**config.mk**
```make
export PLATFORM = sky130hd
export DESIGN_NAME = door_ctrl
export DESIGN_NICKNAME = d
export VERILOG_FILES = /design/src/rtl/door_pkg.sv /design/src/rtl/edge_det.sv /design/src/rtl/door_ctrl.sv
export SDC_FILE = /design/constraint.sdc
export NUM_CORES = 1
export LEC_CHECK = 0
export ABC_AREA = 1
export CAP_MARGIN = 0
export CELL_PAD_IN_SITES_DETAIL_PLACEMENT = 0
export CELL_PAD_IN_SITES_GLOBAL_PLACEMENT = 2
export CORE_ASPECT_RATIO = 0.7
export CORE_MARGIN = 2
export CORE_UTILIZATION = 29
export CTS_BUF_LIST = sky130_fd_sc_hd__clkbuf_16
export CTS_CLUSTER_SIZE = 14
export DETAILED_ROUTE_END_ITERATION = 8
export GPL_TIMING_DRIVEN = 0
export PLACE_DENSITY = 0.78
export SETUP_SLACK_MARGIN = 0.4
export SLEW_MARGIN = 20
export SYNTH_ARGS = -nofsm -noshare
export SYNTH_HDL_FRONTEND = slang
export SYNTH_SLANG_ARGS = --single-unit
```
**constraint.sdc**
```tcl
create_clock -name clk -period 1.7 [get_ports clk]
set_input_delay 0.51 -clock clk [delete_from_list [all_inputs] [get_ports clk]]
set_output_delay 0.51 -clock clk [all_outputs]
set_load 0.05 [all_outputs]
```
**src/rtl/door_pkg.sv**
```systemverilog
// Shared definitions for the door controller: state encoding and default sizing.
package door_pkg;

    // Door FSM state encoding; also driven out on the debug state port.
    typedef enum logic [1:0] {
        CLOSED  = 2'b00,
        OPENING = 2'b01,
        OPEN    = 2'b10,
        CLOSING = 2'b11
    } door_state_t;

    // Full door travel is 1 s at the 50 Hz tick.
    localparam int unsigned DEF_TRAVEL_TICKS = 50;

    // Travel counter width; must satisfy 2**DEF_CNT_W > DEF_TRAVEL_TICKS.
    localparam int unsigned DEF_CNT_W = 8;

endpackage

```
**src/rtl/edge_det.sv**
```systemverilog
// Registered edge detector: delays the input one clock and flags either a
// rising or a falling transition, selected by the Rising parameter.
module edge_det #(
    parameter bit Rising = 1'b1
) (
    input  logic clk,
    input  logic rst,
    input  logic d,
    output logic pulse
);

    logic d_q;

    // Previous-cycle copy of the input, cleared by reset.
    always_ff @(posedge clk or posedge rst) begin
        if (rst) begin
            d_q <= 1'b0;
        end else begin
            d_q <= d;
        end
    end

    // Edge pulse from the current input against its registered copy.
    always_comb begin
        pulse = Rising ? (d & ~d_q) : (d_q & ~d);
    end

endmodule

```
**src/rtl/door_ctrl.sv**
```systemverilog
// Door controller FSM, downstream of the 2 s door-wait timer.
// Optional feature macro: DOOR_OBSTRUCT_EN (obstruction sensor reopens the
// closing door and holds the dwell timer cleared while open).
module door_ctrl
    import door_pkg::*;
#(
    parameter int unsigned TRAVEL_TICKS = DEF_TRAVEL_TICKS,
    parameter int unsigned CNT_W        = DEF_CNT_W
) (
    input  logic       clk,
    input  logic       rst,
    input  logic       arr,
    input  logic       open_btn,
    input  logic       close_btn,
    input  logic       obstruct,
    input  logic       wait_c100,
    output logic       wait_run,
    output logic       door_open_cmd,
    output logic       door_close_cmd,
    output logic       door_closed,
    output logic [1:0] state
);

    localparam logic [CNT_W-1:0] TravelLoad = CNT_W'(TRAVEL_TICKS - 1);

    door_state_t      state_q, state_d;
    logic [CNT_W-1:0] cnt_q, cnt_d;
    logic             arr_rise;
    logic             c100_fall;
    logic             reopen;
    logic             hold_clear;

    edge_det #(
        .Rising(1'b1)
    ) u_arr_edge (
        .clk  (clk),
        .rst  (rst),
        .d    (arr),
        .pulse(arr_rise)
    );

    edge_det #(
        .Rising(1'b0)
    ) u_c100_edge (
        .clk  (clk),
        .rst  (rst),
        .d    (wait_c100),
        .pulse(c100_fall)
    );

`ifdef DOOR_OBSTRUCT_EN
    assign reopen     = open_btn | obstruct;
    assign hold_clear = open_btn | obstruct;
`else
    // Sensor is not part of this build; keep it visibly unused.
    logic unused_obstruct;
    assign unused_obstruct = obstruct;
    assign reopen          = open_btn;
    assign hold_clear      = open_btn;
`endif

    // State and travel counter registers.
    always_ff @(posedge clk or posedge rst) begin
        if (rst) begin
            state_q <= CLOSED;
            cnt_q   <= '0;
        end else begin
            state_q <= state_d;
            cnt_q   <= cnt_d;
        end
    end

    // Next-state and counter update; the counter only loads on a leg start
    // and otherwise counts down to 0 and stays there.
    always_comb begin
        state_d = state_q;
        cnt_d   = cnt_q;
        unique case (state_q)
            CLOSED: begin
                if (arr_rise || (arr && open_btn)) begin
                    state_d = OPENING;
                    cnt_d   = TravelLoad;
                end
            end
            OPENING: begin
                if (cnt_q == '0) begin
                    state_d = OPEN;
                end else begin
                    cnt_d = cnt_q - CNT_W'(1);
                end
            end
            OPEN: begin
                if (!open_btn && (c100_fall || close_btn)) begin
                    state_d = CLOSING;
                    cnt_d   = TravelLoad;
                end
            end
            CLOSING: begin
                if (reopen) begin
                    // Reverse travel equals the distance already closed.
                    state_d = OPENING;
                    cnt_d   = TravelLoad - cnt_q;
                end else if (cnt_q == '0) begin
                    state_d = CLOSED;
                end else begin
                    cnt_d = cnt_q - CNT_W'(1);
                end
            end
            default: begin
                state_d = CLOSED;
                cnt_d   = '0;
            end
        endcase
    end

    // Moore outputs from the state register; wait_run also sees the button.
    always_comb begin
        door_closed    = (state_q == CLOSED);
        door_open_cmd  = (state_q == OPENING);
        door_close_cmd = (state_q == CLOSING);
        wait_run       = (state_q == OPEN) && !hold_clear;
        state          = state_q;
    end

endmodule

```
## Word level (Yosys, flattened, before mapping)

Cells that the tools add are included.

- Flip-flop bits (word level): 12
- Bits of input ports: 7
- Logic and storage cells: 38

- $add $sub $neg: 2
- Eq/ne operators: 7
- Muxes and demuxes: 11
- Bitwise logic cells: 4
- Reduce and logical (&&, ||, !) cells: 10

Operator list:

| operator | count |
|---|---|
| $mux W8 | 4 |
| $pmux W8 S4 | 1 |
| $mux W2 | 5 |
| $logic_not A8 Y1 | 1 |
| $pmux W2 S4 | 1 |
| $sub A6 B8 Y8 const A | 1 |
| $sub A8 B1 Y8 const B | 1 |
| $eq A2 B2 Y1 const B | 2 |
| $ne A2 B1 Y1 const B | 2 |
| $reduce_and A4 Y1 | 1 |
| $logic_and A1 B1 Y1 | 3 |
| $ne A3 B2 Y1 const B | 1 |
| $and A1 B1 Y1 | 2 |
| $eq A2 B1 Y1 const B | 1 |
| $logic_not A2 Y1 | 1 |
| $logic_or A1 B1 Y1 | 2 |
| $ne A2 B2 Y1 const B | 1 |
| $not A1 Y1 | 2 |
| $reduce_and A2 Y1 | 1 |
| $logic_not A1 Y1 | 1 |

## Longest topological paths before layout

Gate-level depths: netlist of run 1.

- Depth in word-level cells: 6
- Gate-level depth with buffers: 10
- Depth with buffers taken out: 10

## Modules after synthesis

A second synthesis of run 1 with hierarchy kept.

- Cell total of the unflattened synthesis: 148
- Area total of the unflattened synthesis: 1057.3 um^2

Modules (own cells, without submodules):

| module | times used | cells each | area each (um^2) |
|---|---|---|---|
| door_ctrl | 1 | 140 | 979.7 |
| edge_det | 2 | 4 | 38.8 |

## Worst setup path before layout of run 1

No wires, ideal clock.

- Path type: register to output
- Start: register state_q[0], in the netlist state[0]
- End: output wait_run
- Arrival time: 1.627 ns
- Slack: -0.437 ns
- Cell stages (with the launch flop): 5
- Path buffers: 0
- Cells stage by stage: dfrtp_1 inv_1 ha_1 inv_1 nor2_1

- Cells in the longest elaborated chain, start to end: 2

Ends and longest elaborated chain:

| what | RTL line | source |
|---|---|---|
| start, declared | door_ctrl.sv:26 | `door_state_t state_q, state_d;` |
| start signal, assigned | door_ctrl.sv:68 | `state_q <= state_d;` |
| $eq A2 B2 Y1 | door_ctrl.sv:121 | `wait_run = (state_q == OPEN) && !hold_clear;` |
| $logic_and A1 B1 Y1 | door_ctrl.sv:121 |  |
| end, declared | door_ctrl.sv:17 | `output logic wait_run,` |

Every way passes these cells.

## Worst setup path after layout of run 1

Ends and elaborated chain as after synthesis.

==> key figures, run 1 <==
Outcome
  • Run status: finished with violations
  • Violated checks: setup timing

Placed design
  • DPL Wire Length: 1886 µm
  • Weighted congestion reported at the end of routability-driven placement: 0.7629
  • Quantity of I/O buffers inserted on ports: 11
  • Total instance count after detailed placement: 198
  • Post-Place Setup Slack: -752.9 ps

CTS
  • Number of buffers created by CTS: 3
  • Buffer depth of the longest clock path: 2
  • Root cell of the clock tree: clkbuf_16
  • Insertion delay to the later sink of the worst-skew pair: 240 ps
  • CTS tree: built
  • Clock transition at the register clock pins on the worst setup and hold paths after CTS: 50 ps
  • Number of clock sinks seen by CTS: 12
  • Count of H-tree levels built during CTS: 1
  • # hold bufs at CTS: 0

Logic synthesis
  • Cell taking the most area after synthesis: dfrtp_1
  • Library cells used by synthesis: 20
  • Fraction of synthesized cell area taken by the top area cell type: 30.50%
  • Mapped Nets: 164
  • Avg Synthesized Cell Area: 6.609 µm²
  • Sequential-to-total area share from yosys stat: 30.50%
  • Synth warnings: 0
  • Cell area after synthesis: 984.7 µm²
  • Ranking of synthesized cells by area: dfrtp_1, nand2_1, ha_1
  • Number of cells produced by synthesis: 149
  • Post-synthesis sequential element count: 12

Critical path
  • Logic depth of the worst register-to-register path: 9
  • Source of the worst register-to-register timing path: state[0]
  • Critical path arrival: 1230 ps
  • Stage delay of the slowest cell on the critical path: 500 ps
  • Sequence of cells on the critical path: inv_6, ha_4, inv_2, nor2_4, buf_8
  • Worst Path Class, Setup: flop to output pin
  • Max stage delay cell, worst path: dfrtp_4
  • Max Fanout on Critical Path: 3
  • Worst setup slack for register-to-register paths: 40 ps
  • Kind of launch point of the worst setup path: flop
  • Crit path capture type: output pin
  • Destination of the worst register-to-register timing path: cnt_q[2]
  • Endpoint required time on the critical path: 1190 ps

STA
  • Min setup slack post-route: -41.82 ps
  • Fmax achieved: 574.1 MHz
  • Min Clock Period, post-route: 1742 ps
  • Max-slew violation count: 0
  • Setup repair after global routing missed its margin: yes
  • Transition time of the tightest slew-check pin: 498.4 ps
  • Number of hold violations in the final report: 0
  • Max-Slew Margin vs Limit: 66.74%
  • Hold Worst Slack: 521.8 ps
  • Final setup violating endpoints: 4
  • Final period util: 102.5%
  • Clock Skew: 6.632 ps

Hold path
  • Min-Delay Path Class: flop to flop
  • Cells on Worst Hold Path: 2
  • Worst Hold Path EP: cnt_q[0]
  • Hold path startpoint: cnt_q[0]

Floorplanning
  • Die outline height: 52.76 µm
  • Area enclosed by the die boundary: 3885 µm²
  • Horiz. Die Dim: 73.65 µm
  • Effective utilization at floorplan: 30.86%
  • Std-Cell Rows: 17
  • Number of top-level pins: 13
  • Placeable Area: 3191 µm²

Drt
  • Vias after detailed routing: 974
  • Final WL: 2494 µm
  • DRC: 0
  • Via-to-Cell Ratio: 4.468
  • Detailed-routing iteration count for the pre-antenna-repair pass: 6
  • Antenna violation net count after detailed routing: 0
  • WL/cell: 11.44 µm
  • Number of design-rule violations left by the first detailed-router iteration: 51

Global route
  • Global-route wire length before repair: 4188 µm
  • GR Overflow Total: 0
  • Number of global-route vias before repair: 885
  • Pin count of the biggest net entering global routing: 13
  • Number of antenna violations at the first check in global routing: 0
  • Total global-route track usage: 14.62%

Cells and area
  • Leading cell type in the layout, fill and taps excluded: nand2_1
  • Area Growth Syn to Fin: 53.75%
  • Highest-count cells in the layout ignoring fill and taps: nand2_1, inv_1, buf_4, dfrtp_1, nor2_1
  • Antenna diodes: 0
  • Fraction of final layout cells with drive strength greater than 1: 29.44%
  • Final #Nets: 196
  • Count of non-filler cells in the finished layout: 218

Pwr
  • Reported leakage power: 0.7783 nW
  • Power density cells: 492.3 nW/µm²
  • IR drop worst, VDD: 0.0003510 V

Job
  • Number of violations of the max-capacitance limit: 0
==> logic make-up after synthesis <==
kind of cell               Yosys count  share of synthesized area [%]
adders and majority gates            8                          10.17
DFF                                 12                          30.50
xor gates and xnor gates             3                          2.669
and+or+nand+nor                     87                          38.76
AOI/OAI and AO/OA                   16                          8.641
buffers and inverters               23                          9.276
==> report_power, final <==
part / switching, W / internal [W] / leakage, nW
logic: 0.0000135 / 0.0000114 / 0.578
clock network: 0.000121 / 0.000309 / 0.0423
registers: 0.000000615 / 0.000289 / 0.158
total: 0.000136 / 0.000610 / 0.778
==> layout make-up <==
class	instances	area, µm²
Fill cell	288	1677
Sequential cell	12	305.3
Buffer	2	12.51
Inverter	21	88.84
Timing Repair Buffer	27	290.3
Clock buffer	3	75.07
Multi-Input combinational cell	114	690.7
Tap cell	38	47.55
Clock inverter	1	3.754
==> through the flow <==
step	utilization (%)	setup TNS [ps]	cell area, µm²	total power [W]
floorplan	-	0	1075	0.0003034
global placement	38.63	-3692	1232	0.0003198
detailed placement	38.63	-3876	1232	0.0003205
CTS	46.04	-85.28	1469	0.0007637
global route	47.45	-292.0	1514	0.0007783
finish	47.45	-101.8	1514	0.0007453
==> Yosys cell counts (all sizes together) <==
master	count
or2	1
nand4	3
dfrtp	12
nand2	57
o21ai	10
ha	8
o21bai	1
xor2	2
nor2	16
xnor2	1
a21o	1
buf	2
a21oi	4
nand3	10
inv	21
==> flip-flops by register name (all words and copies together) (netlist names) <==
register and cells:
cnt_q 8, state 2, u_arr_edge.d_q 1, u_c100_edge.d_q 1
==> worst max-delay path: cells and delay by family, from the launching register on <==
kind                       cells  cell delay, ps
and+or+nand+nor                1              80
buffers and inverters          3             270
adders and majority gates      1             130
DFF                            1             500
==> metal layers <==
layer	routed length (µm)	track usage, %
met1	1346	20.69
met2	1062	21.73
met3	77	4.615
met4	8	2.727
met5	0	0
==> repair_timing <==
item | CTS | global route
setup buffers | 12 | 4
endpoints found under the setup margin | 16 | 16
pin swaps | 4 | 2
resized for setup | 57 | 4
==> worst max-delay path by stage <==
| stage | from | slack (ps) | to |
|---|---|---|---|
| after floorplan | state[0] | 40 | wait_run |
| after global placement | open_btn | -730 | wait_run |
| after detailed placement | open_btn | -750 | wait_run |
| after CTS | state[0] | -40 | wait_run |
| after global routing | state[0] | -80 | wait_run |
| final | state[0] | -40 | wait_run |
Note: power is estimated with default switching activity, not from simulation.
==> inputs of run 2 (changes only) <==
--- a/config.mk
+++ b/config.mk
@@ -13,12 +13,12 @@
 export CORE_MARGIN = 2
 export CORE_UTILIZATION = 29
 export CTS_BUF_LIST = sky130_fd_sc_hd__clkbuf_16
+export CTS_CLUSTER_DIAMETER = 60
 export CTS_CLUSTER_SIZE = 14
 export DETAILED_ROUTE_END_ITERATION = 8
 export GPL_TIMING_DRIVEN = 0
 export PLACE_DENSITY = 0.78
 export SETUP_SLACK_MARGIN = 0.4
-export SLEW_MARGIN = 20
 export SYNTH_ARGS = -nofsm -noshare
 export SYNTH_HDL_FRONTEND = slang
 export SYNTH_SLANG_ARGS = --single-unit
==> results of run 2 <==
Same layout as run 1: the final DEF is identical, and so are final timing and power.
==> inputs of run 3 (changes only) <==
--- a/config.mk
+++ b/config.mk
@@ -22,3 +22,4 @@
 export SYNTH_ARGS = -nofsm -noshare
 export SYNTH_HDL_FRONTEND = slang
 export SYNTH_SLANG_ARGS = --single-unit
+export TNS_END_PERCENT = 20
==> key figures, run 3 (same netlist as run 1, synthesis figures left out) <==
Cells and area
  • Area of the multi-input gates: 699.4 µm² (was 690.7 µm²)
  • Leading cell type in the layout, fill and taps excluded: nand2_1 (unchanged)
  • Number of flip-flops in the largest register: 8 (unchanged)
  • Seq. cell area: 305.3 µm² (unchanged)
  • Antenna diodes: 0 (unchanged)
  • Area Growth Syn to Fin: 48.92% (was 53.75%)
  • Final instance area: 1466 µm² (was 1514 µm²)
  • Highest-count cells in the layout ignoring fill and taps: nand2_1, inv_1, nor2_1, dfrtp_1 (was nand2_1, inv_1, buf_4, dfrtp_1, nor2_1)
  • Fraction of final layout cells with drive strength greater than 1: 28.90% (was 29.44%)
  • Layout filler cell count: 320 (was 288)
  • Largest reg by FF count: cnt_q (unchanged)
  • Final #Nets: 189 (was 196)

Critical path
  • Logic depth of the worst register-to-register path: 8 (was 9)
  • Stage delay of the slowest cell on the critical path: 500 ps (about the same)
  • Max stage delay cell, worst path: dfrtp_4 (unchanged)
  • Worst setup slack for register-to-register paths: 80 ps (was 40 ps)
  • Critical path arrival: 1240 ps (was 1230 ps)
  • Kind of launch point of the worst setup path: flop (unchanged)
  • Max Fanout on Critical Path: 5 (was 3)
  • Destination of the worst register-to-register timing path: cnt_q[4] (was cnt_q[2])
  • Sequence of cells on the critical path: buf_4, ha_4, buf_8 (was inv_6, ha_4, inv_2, nor2_4, buf_8)
  • Worst Path Class, Setup: flop to output pin (unchanged)
  • Endpoint required time on the critical path: 1190 ps (about the same)
  • Crit path capture type: output pin (unchanged)
  • Source of the worst register-to-register timing path: state[0] (unchanged)

Outcome
  • Violated checks: setup timing (unchanged)
  • Run status: finished with violations (unchanged)

Pwr
  • Clock share of power: 57.6% (was 57.8%)
  • IR drop worst, VDD: 0.0004669 V (was 0.0003510 V)
  • Reported leakage power: 0.7466 nW (was 0.7783 nW)
  • Logic gate share of total power: 3.2% (was 3.3%)
  • Sequential fraction of design power: 39.2% (was 38.9%)
  • Proportion of total power due to net switching: 17.72% (was 18.19%)
  • Power density cells: 503.6 nW/µm² (was 492.3 nW/µm²)
  • Cell Int Power: 0.0006077 W (was 0.0006097 W)
  • Net Sw Power: 0.0001308 W (was 0.0001356 W)

Global route
  • GR Overflow Total: 0 (unchanged)
  • Number of global-route vias before repair: 855 (was 885)
  • Number of antenna violations at the first check in global routing: 0 (unchanged)
  • Pin count of the biggest net entering global routing: 13 (unchanged)
  • Total global-route track usage: 14.40% (was 14.62%)
  • Global-route wire length before repair: 4071 µm (was 4188 µm)

Drt
  • Total met2 wirelength after detailed routing: 992 µm (was 1062 µm)
  • DRC: 0 (unchanged)
  • Via-to-Cell Ratio: 4.384 (was 4.468)
  • Top layer in use: met3 (was met4)
  • Vias after detailed routing: 925 (was 974)
  • Metal3 WL: 110 µm (was 77 µm)
  • DRT met1 WL: 1357 µm (was 1346 µm)
  • Detailed-routing iteration count for the pre-antenna-repair pass: 4 (was 6)
  • Number of design-rule violations left by the first detailed-router iteration: 42 (was 51)
  • WL/cell: 11.66 µm (was 11.44 µm)
  • Antenna violation net count after detailed routing: 0 (unchanged)
  • Final WL: 2460 µm (was 2494 µm)

Floorplanning
  • Number of top-level pins: 13 (unchanged)
  • Std-Cell Rows: 17 (unchanged)
  • Effective utilization at floorplan: 30.86% (unchanged)
  • Area enclosed by the die boundary: 3885 µm² (unchanged)
  • Horiz. Die Dim: 73.65 µm (unchanged)
  • Placeable Area: 3191 µm² (unchanged)
  • Die outline height: 52.76 µm (unchanged)

Job
  • Number of violations of the max-capacitance limit: 0 (unchanged)

CTS
  • CTS tree: built (unchanged)
  • Count of H-tree levels built during CTS: 1 (unchanged)
  • Clock transition at the register clock pins on the worst setup and hold paths after CTS: 40 ps (was 50 ps)
  • # hold bufs at CTS: 0 (unchanged)
  • Insertion delay to the later sink of the worst-skew pair: 240 ps (about the same)
  • Root cell of the clock tree: clkbuf_16 (unchanged)
  • Buffer depth of the longest clock path: 2 (unchanged)
  • Number of buffers created by CTS: 3 (unchanged)
  • Number of clock sinks seen by CTS: 12 (unchanged)

STA
  • Final period util: 102.9% (was 102.5%)
  • Max-slew violation count: 0 (unchanged)
  • Setup repair after global routing missed its margin: yes (unchanged)
  • Fmax achieved: 571.8 MHz (was 574.1 MHz)
  • Clock Skew: 5.437 ps (was 6.632 ps)
  • Max-Slew Margin vs Limit: 67.81% (was 66.74%)
  • Final setup violating endpoints: 4 (unchanged)
  • Min setup slack post-route: -48.91 ps (was -41.82 ps)
  • Number of hold violations in the final report: 0 (unchanged)
  • Transition time of the tightest slew-check pin: 482.3 ps (was 498.4 ps)
  • Min Clock Period, post-route: 1749 ps (was 1742 ps)

Placed design
  • Post-Place Setup Slack: -719.0 ps (was -752.9 ps)
  • Weighted congestion reported at the end of routability-driven placement: 0.7839 (was 0.7629)
  • Quantity of I/O buffers inserted on ports: 11 (unchanged)
  • DPL Wire Length: 1885 µm (was 1886 µm)
  • Placed cell area: 1207 µm² (was 1232 µm²)

Hold path
  • Hold path startpoint: wait_c100 (was cnt_q[0])
  • Min-Delay Path Class: input pin to flop (was flop to flop)
  • Cells on Worst Hold Path: 1 (was 2)
  • Worst Hold Path EP: u_c100_edge.d_q (was cnt_q[0])
## run 3: repair_timing
action / in CTS / in global routing
setup endpoints to repair: 16 / 16
buffers inserted: 5 / 4
gates resized for setup: 65 / 6
pin swaps: 15 / 6
## run 3: cell type report
cell class,count,share of cell area (%)
Tap cell,38,3.242
Multi-Input combinational cell,114,47.70
Clock inverter,1,0.2560
Clock buffer,3,5.119
Inverter,21,6.399
Buffer,2,0.8532
Sequential cell,12,20.82
Timing Repair Buffer,20,15.61
## run 3: through the flow
step / TNS, ps / hold slack (ps) / power (W) / util, % / cells
final: -104.2 / 526.4 / 0.0007385 / 45.96 / 211
after global routing: -268.4 / 536.4 / 0.0007708 / 45.96 / 211
after CTS: -64.77 / 523.9 / 0.0007540 / 44.08 / 207
after detailed placement: -4165 / 522.5 / 0.0003195 / 37.84 / 198
after global placement: -4109 / 489.4 / 0.0003190 / 37.84 / 198
after floorplan: 0 / 374.7 / 0.0003026 / - / 149
## run 3: critical path: cells and delay by family, from the launching register on
family	cells	cell delay, ps
flip-flops	1	500
buffers and inverters	2	320
adder cells (fa/ha/maj)	1	180
## run 3: how the worst max path moves through the flow
stage              from              to  slack (ps)  cells past startpoint
2_1_floorplan  state[0]        wait_run          40                      4
3_3_place_gp   open_btn        wait_run        -710                      3
3_5_place_dp   open_btn        wait_run        -720                      3
4_1_cts        state[0]        wait_run         -60                      5
5_1_grt        state[0]        wait_run         -80                      5
6_report       state[0]  door_close_cmd         -50                      3
## run 3: power groups by stage
| stage | clock network (W) | logic (W) | registers [W] |
|---|---|---|---|
| after floorplan | 0 | 0.00000888 | 0.000294 |
| after global placement | 0 | 0.0000251 | 0.000294 |
| after detailed placement | 0 | 0.0000256 | 0.000294 |
| after CTS | 0.000440 | 0.0000241 | 0.000290 |
| after global routing | 0.000454 | 0.0000270 | 0.000289 |
| final | 0.000425 | 0.0000237 | 0.000290 |
## run 3: per-layer routing
layer  global-route usage [%]  vias to the layer above
met1                    20.62                      401
met3                    5.192                        0
met4                    2.727                        0
li1                         -                      512
met2                    20.54                       12
met5                        0                        -
